$ cat src/rtl/gf_muls_scl_pipe_pkg.sv
// GF(2^2) normal-basis [Omega^2, Omega] arithmetic shared by the Canright-style tower-field datapaths.
// Bit 1 of an element is the Omega^2 coefficient, bit 0 the Omega coefficient.
package gf_canright_pkg;

  typedef logic [1:0] gf2_t;

  localparam logic [1:0] MODE_MUL     = 2'd0;
  localparam logic [1:0] MODE_MUL_SCL = 2'd1;
  localparam logic [1:0] MODE_SQ      = 2'd2;
  localparam logic [1:0] MODE_SQ_SCL  = 2'd3;

  function automatic gf2_t gf2_mul(input gf2_t a, input gf2_t b);
    logic e;
    e = (a[1] ^ a[0]) & (b[1] ^ b[0]);
    return {(a[1] & b[1]) ^ e, (a[0] & b[0]) ^ e};
  endfunction

  // Scaling by N = Omega^2.
  function automatic gf2_t gf2_scl_n(input gf2_t x);
    return {x[0], x[1] ^ x[0]};
  endfunction

  // Squaring in a normal basis is a coefficient swap.
  function automatic gf2_t gf2_sq(input gf2_t x);
    return {x[0], x[1]};
  endfunction

endpackage

$ cat src/rtl/gf_muls_scl_lane.sv
// Combinational single-lane GF(2^2) unit: multiply or square, optionally scaled by N.
module gf_muls_scl_lane
  import gf_canright_pkg::*;
(
  input  logic [1:0] a,
  input  logic [1:0] b,
  input  logic [1:0] mode,
  output logic [1:0] q
);

  // Mode select over the four arithmetic results.
  always_comb begin
    q = 2'b00;
    case (mode)
      MODE_MUL:     q = gf2_mul(a, b);
      MODE_MUL_SCL: q = gf2_scl_n(gf2_mul(a, b));
      MODE_SQ:      q = gf2_sq(a);
      MODE_SQ_SCL:  q = gf2_scl_n(gf2_sq(a));
      default:      q = 2'b00;
    endcase
  end

endmodule

$ cat src/rtl/gf_muls_scl_pipe.sv
// Multi-lane GF(2^2) arithmetic pipeline with global-stall valid/ready flow control.
// Bubbles travel with data; the whole pipe freezes when the last stage is held.
module gf_muls_scl_pipe
  import gf_canright_pkg::*;
#(
  parameter int LANES  = 4,
  parameter int STAGES = 2,
  parameter int TAG_W  = 4
) (
  input  logic                             clk,
  input  logic                             rst,
  input  logic                             in_valid,
  output logic                             in_ready,
  input  logic [1:0]                       in_mode,
  input  logic [2*LANES-1:0]               in_a,
  input  logic [2*LANES-1:0]               in_b,
  input  logic [TAG_W-1:0]                 in_tag,
  output logic                             out_valid,
  input  logic                             out_ready,
  output logic [2*LANES-1:0]               out_q,
  output logic [TAG_W-1:0]                 out_tag,
  output logic [$clog2(STAGES+1)-1:0]      occupancy
);

  localparam int W     = 2 * LANES;
  localparam int OCC_W = $clog2(STAGES + 1);

  logic [W-1:0]       res_s;
  logic               en_s;
  logic [STAGES-1:0]  vld_q, vld_d;
  logic [W-1:0]       data_q [STAGES];
  logic [W-1:0]       data_d [STAGES];
  logic [TAG_W-1:0]   tag_q  [STAGES];
  logic [TAG_W-1:0]   tag_d  [STAGES];
  logic [OCC_W-1:0]   occ_q, occ_d;

  for (genvar i = 0; i < LANES; i++) begin : g_lane
    gf_muls_scl_lane u_lane (
      .a    (in_a[2*i+1:2*i]),
      .b    (in_b[2*i+1:2*i]),
      .mode (in_mode),
      .q    (res_s[2*i+1:2*i])
    );
  end

  assign en_s     = ~vld_q[STAGES-1] | out_ready;
  assign in_ready = en_s;

  // Next-state of the shift pipeline; everything holds while stalled.
  always_comb begin
    vld_d  = vld_q;
    data_d = data_q;
    tag_d  = tag_q;
    if (en_s) begin
      vld_d[0]  = in_valid;
      data_d[0] = res_s;
      tag_d[0]  = in_tag;
      for (int s = 1; s < STAGES; s++) begin
        vld_d[s]  = vld_q[s-1];
        data_d[s] = data_q[s-1];
        tag_d[s]  = tag_q[s-1];
      end
    end else begin
      vld_d  = vld_q;
      data_d = data_q;
      tag_d  = tag_q;
    end
  end

  // Occupancy is the popcount of the next valid vector so it can be registered.
  always_comb begin
    occ_d = {OCC_W{1'b0}};
    for (int s = 0; s < STAGES; s++) begin
      occ_d = occ_d + OCC_W'(vld_d[s]);
    end
  end

  // Pipeline, tag and occupancy registers.
  always_ff @(posedge clk or posedge rst) begin
    if (rst) begin
      vld_q <= {STAGES{1'b0}};
      occ_q <= {OCC_W{1'b0}};
      for (int s = 0; s < STAGES; s++) begin
        data_q[s] <= {W{1'b0}};
        tag_q[s]  <= {TAG_W{1'b0}};
      end
    end else begin
      vld_q  <= vld_d;
      occ_q  <= occ_d;
      data_q <= data_d;
      tag_q  <= tag_d;
    end
  end

  assign out_valid = vld_q[STAGES-1];
  assign out_q     = data_q[STAGES-1];
  assign out_tag   = tag_q[STAGES-1];
  assign occupancy = occ_q;

endmodule

$ cat config.mk
export PLATFORM = sky130hd
export DESIGN_NAME = gf_muls_scl_pipe
export DESIGN_NICKNAME = d
export VERILOG_FILES = /design/src/rtl/gf_muls_scl_pipe_pkg.sv /design/src/rtl/gf_muls_scl_lane.sv /design/src/rtl/gf_muls_scl_pipe.sv
export SDC_FILE = /design/constraint.sdc
export NUM_CORES = 1
export LEC_CHECK = 0
export ABC_AREA = 1
export CORE_ASPECT_RATIO = 1.75
export CORE_UTILIZATION = 53
export CTS_BUF_LIST = sky130_fd_sc_hd__clkbuf_16
export DETAILED_ROUTE_END_ITERATION = 16
export GPL_TIMING_DRIVEN = 0
export PLACE_DENSITY = 0.85
export SYNTH_ARGS = -nofsm -noshare
export SYNTH_HDL_FRONTEND = slang
export SYNTH_SLANG_ARGS = --single-unit
$ cat constraint.sdc
create_clock -name clk -period 2.89 [get_ports clk]
set_input_delay 0.289 -clock clk [delete_from_list [all_inputs] [get_ports clk]]
set_output_delay 0.289 -clock clk [all_outputs]
set_load 0.005 [all_outputs]
==> flow_results.org <==
** Outcome
- The run finished with clean final reports.

** Die
- After floorplanning, the core was divided into 26 placement rows.
- IO Count :: 42
- For this configuration, the core starts out at a cell density of a little under three fifths.
- Die Area :: 3390 um2
- The core region is around 3000 um2.
- The die is 44.5 um wide.
- The die is 76.3 um tall.

** Worst setup path
- Crit path DAT :: 1.89 ns
- The worst register-to-register path begins at vld_q[1]$_DFF_PP0_.
- The worst register-to-register path has a setup slack of between 1 and 1.5 ns.
- The worst register-to-register path ends at occupancy[0]$_DFF_PP0_.
- Number of gates on the worst path with buffers counted :: 6
- Crit start category :: primary input
- The worst register-to-register path has a depth of 6.
- Highest fanout seen on the critical path :: 10
- Cells along the critical path :: clkdlybuf4s50_1 > nor2_2 > inv_2 > buf_2 > buf_2 > clkdlybuf4s50_1
- STA puts the critical path data required time at between 2 and 3 ns.
- STA classifies the critical path endpoint as an output pin.
- Buffers plus inverters on the worst setup path :: 5
- For this design, the slowest cell found on the critical path is sky130_fd_sc_hd__clkdlybuf4s50_1.
- Origin of the worst setup path :: out_ready
- The cell family contributing the most delay on the critical path is buffers and inverters.
- On the worst path, the slowest cell contributes a delay of 0.53 ns.
- By startpoint and endpoint, the worst setup path is classified as primary input to output pin.

** Cells and area
- Fraction of final layout cells with drive strength greater than 1 :: 8.36%
- Inserted Diodes :: 0
- Post-layout nets :: between 300 and 400
- Layout overhead on the synthesized area :: 34.0%

** Clock tree
- Clock root buffer master :: sky130_fd_sc_hd__clkbuf_16
- After clock tree synthesis, the clock-pin slew on the worst setup and hold paths is around 0.060 ns.
- CTS tree :: done
- In this run the post-CTS setup repair buffer count came out at 0.
- The number of hold buffers added after CTS was 0.
- Clock H-tree levels :: 1
- The later pin in the worst-skew pair is clocked with a latency of 0.26 ns.
- Counting along the longest clock path gives a buffer depth of 2.
- Number of clock sinks :: 28
- The number of gates resized after CTS was 0.
- Total CTS buffers :: 3

** Global routing
- The initial antenna violation count is 0.
- Total routing usage reported by global routing :: 21.8%
- Vias in the first global route :: 1493
- The first global-routing pass estimated 5820 um of wire.
- For this run the aggregate overflow at the end of global routing stands at 0.
- Maximum number of pins on one net before global-route repair :: 29

** Hold path
- Hold Startpoint :: data_q[10]$_DFFE_PP0N_
- The worst hold path terminates at out_q[2]$_DFFE_PP0N_.
- Worst Hold Path Cells :: 2
- The min-delay analysis places its worst path in the category register to register.

** Synth
- Of the post-synthesis cell area, the dominant cell type holds 41.9%.
- After synthesis, the most frequently instantiated cells are sky130_fd_sc_hd__nand2_1, sky130_fd_sc_hd__dfrtp_1, sky130_fd_sc_hd__nand3_1, sky130_fd_sc_hd__inv_1, sky130_fd_sc_hd__o21ai_0.
- Fraction of synthesis flops using an asynchronous set or reset pin :: 100%
- The synthesized design contains 0 enable-type register cells.
- Synthesis-stage register bit count :: 28
- By area the synthesized netlist is led by sky130_fd_sc_hd__dfrtp_1, sky130_fd_sc_hd__nand2_1, sky130_fd_sc_hd__nand3_1.
- Counting every net in the synthesized netlist gives 269.
- Each instance of the synthesized netlist takes up on average 6.91 um2.
- Of the synthesized area, sequential elements account for 41.9%.
- Count of yosys warnings during synthesis :: 0
- Number of instances in the synthesized netlist :: 242
- Summing every instance area after synthesis gives 1670 um2.
- In the post-synthesis netlist, the cell with the most instances is sky130_fd_sc_hd__nand2_1.
- Post-synth top flop :: sky130_fd_sc_hd__dfrtp_1
- Synth unique cells :: 20
- Cell taking the most area after synthesis :: sky130_fd_sc_hd__dfrtp_1

** Drt
- Length of the first detailed-routing pass in iterations :: 4
- Remaining antenna violation count after routing :: 0
- Final Routed Wirelength :: 3390 um
- Dividing the detail-routed wire length by the instance count gives 10.3 um.
- Violation count after the first detailed-route iteration :: 25
- DR vias/cell :: roughly 4.9
- Remaining DRCs :: 0
- Across all layers, the routed design uses 1622 vias.

** Placement
- Number of buffer cells added on primary ports :: 41
- Weighted congestion at the end of routability-driven global placement :: 0.912
- DPL Wire Length :: 2640 um

** Power
- Cell internal power was estimated by the tool at 941 uW.
- For this design the static power due to leakage is 0.00116 uW.
- The share of total power dissipated in the clock network is a little under a third.
- The analysis attributes to net switching a power of between 300 and 400 uW.
- IR analysis of the VDD net gives a maximum drop of 332 uV.
- Comb pwr share :: 28.8%
- Share of total power in sequential cells :: approximately two fifths
- Power spread over the standard cell area amounts to 561 nW/um2.
- Net switching is 25.1% of the power.

** Timing
- Final min period :: 2.18 ns
- Static timing analysis puts the maximum clock frequency at 458 MHz.
- Headroom to the max-slew limit came out at 32.2%.
- On the final layout, the worst hold slack is approximately 0.47 ns.
- For the pin with the worst max-slew slack, the measured transition is between 1 and 1.5 ns.
- Hold Fails Final Rpt :: 0
- The final max-slew violation count is 0.
- RSZ-0062 raised after global routing :: false
- Final setup fails :: 0
- Adding up every negative setup slack in the final design gives 0 ns.
- Fin crit share :: 75.5%
- Final worst clock skew :: 0.00395 ns

** Run
- Maximum Capacitance Violations :: 0
==> worst register-to-register path, stage by stage (launching register included) <==
cell and delay, ns:
sky130_fd_sc_hd__dfrtp_1 0.35, sky130_fd_sc_hd__inv_1 0.05, sky130_fd_sc_hd__nor2_2 0.23, sky130_fd_sc_hd__inv_2 0.06
sky130_fd_sc_hd__clkbuf_1 0.24, sky130_fd_sc_hd__o21ai_0 0.30, sky130_fd_sc_hd__ha_1 0.28
==> state kept, by name (all words and copies together) (netlist names) <==
| register | flops |
|---|---|
| tag_q | 4 |
| data_q | 8 |
| out_tag | 4 |
| out_q | 8 |
| vld_q | 2 |
| occupancy | 2 |
==> power by group through the flow <==
stage / registers [uW] / logic, uW / clock network [uW]
3_5_place_dp: 503 / 362 / 0
4_1_cts: 498 / 365 / 403
5_1_grt: 505 / 403 / 415
6_report: 497 / 362 / 399
2_1_floorplan: 496 / 196 / 0
3_3_place_gp: 500 / 355 / 0
==> worst max path at each step <==
stage	end
floorplan	occupancy[0]$_DFF_PP0_
global placement	in_ready
detailed placement	in_ready
CTS	in_ready
global route	in_ready
finish	in_ready
==> area by class of cell <==
cell class                 instances  area, um2
buffer                            17        121
sequential                        28        701
timing repair buffer              41        410
clock inverter                     1       30.0
multi-input combinational        172        757
clock buffer                       3       75.1
tap                               42       52.6
inverter                          25       93.8
fill                             235        719
==> cell families (layout without fill, tap and decap cells) <==
logic type,Yosys count,count (layout),share of synthesized area (%)
AO/OA/AOI/OAI,30,30,9.95
XOR/XNOR,2,2,1.05
adder cells (fa/ha/maj),1,1,0.748
buffers and inverters,42,87,12.9
flip-flops,28,28,41.9
AND/OR/NAND/NOR,139,139,33.5
==> metal layers <==
metal / vias to the layer above / GRT usage, % / routed length [um]
li1: 851 / - / -
met1: 731 / 22.8 / 1320
met2: 38 / 42.4 / 1980
met3: 2 / 0.948 / 65
met4: 0 / 7.88 / 34
met5: - / 0 / 0
==> per-stage QoR <==
step | cells | setup WS [ns] | power, uW | utilization, % | area, um2
after floorplan | 242 | 1.52 | 692 | - | 1670
final | 329 | 0.709 | 1260 | 75.7 | 2240
after CTS | 329 | 0.703 | 1270 | 75.7 | 2240
after global placement | 325 | 0.714 | 855 | 72.1 | 2140
after global routing | 329 | 0.646 | 1320 | 75.7 | 2240
after detailed placement | 325 | 0.709 | 865 | 72.1 | 2140
==> layout by cell type, fill, tap and decap left out, drive strengths merged <==
master and instances:
nand2 103, clkdlybuf4s50 41, dfrtp 28, inv 24, nand3 23, o21ai 19
buf 14, nor2 11, o211ai 6, clkbuf 6, a21oi 4, xor2 2
nand4 2, o22ai 1, clkinv 1, ha 1, bufinv 1
(Power assumes the default switching activity.)
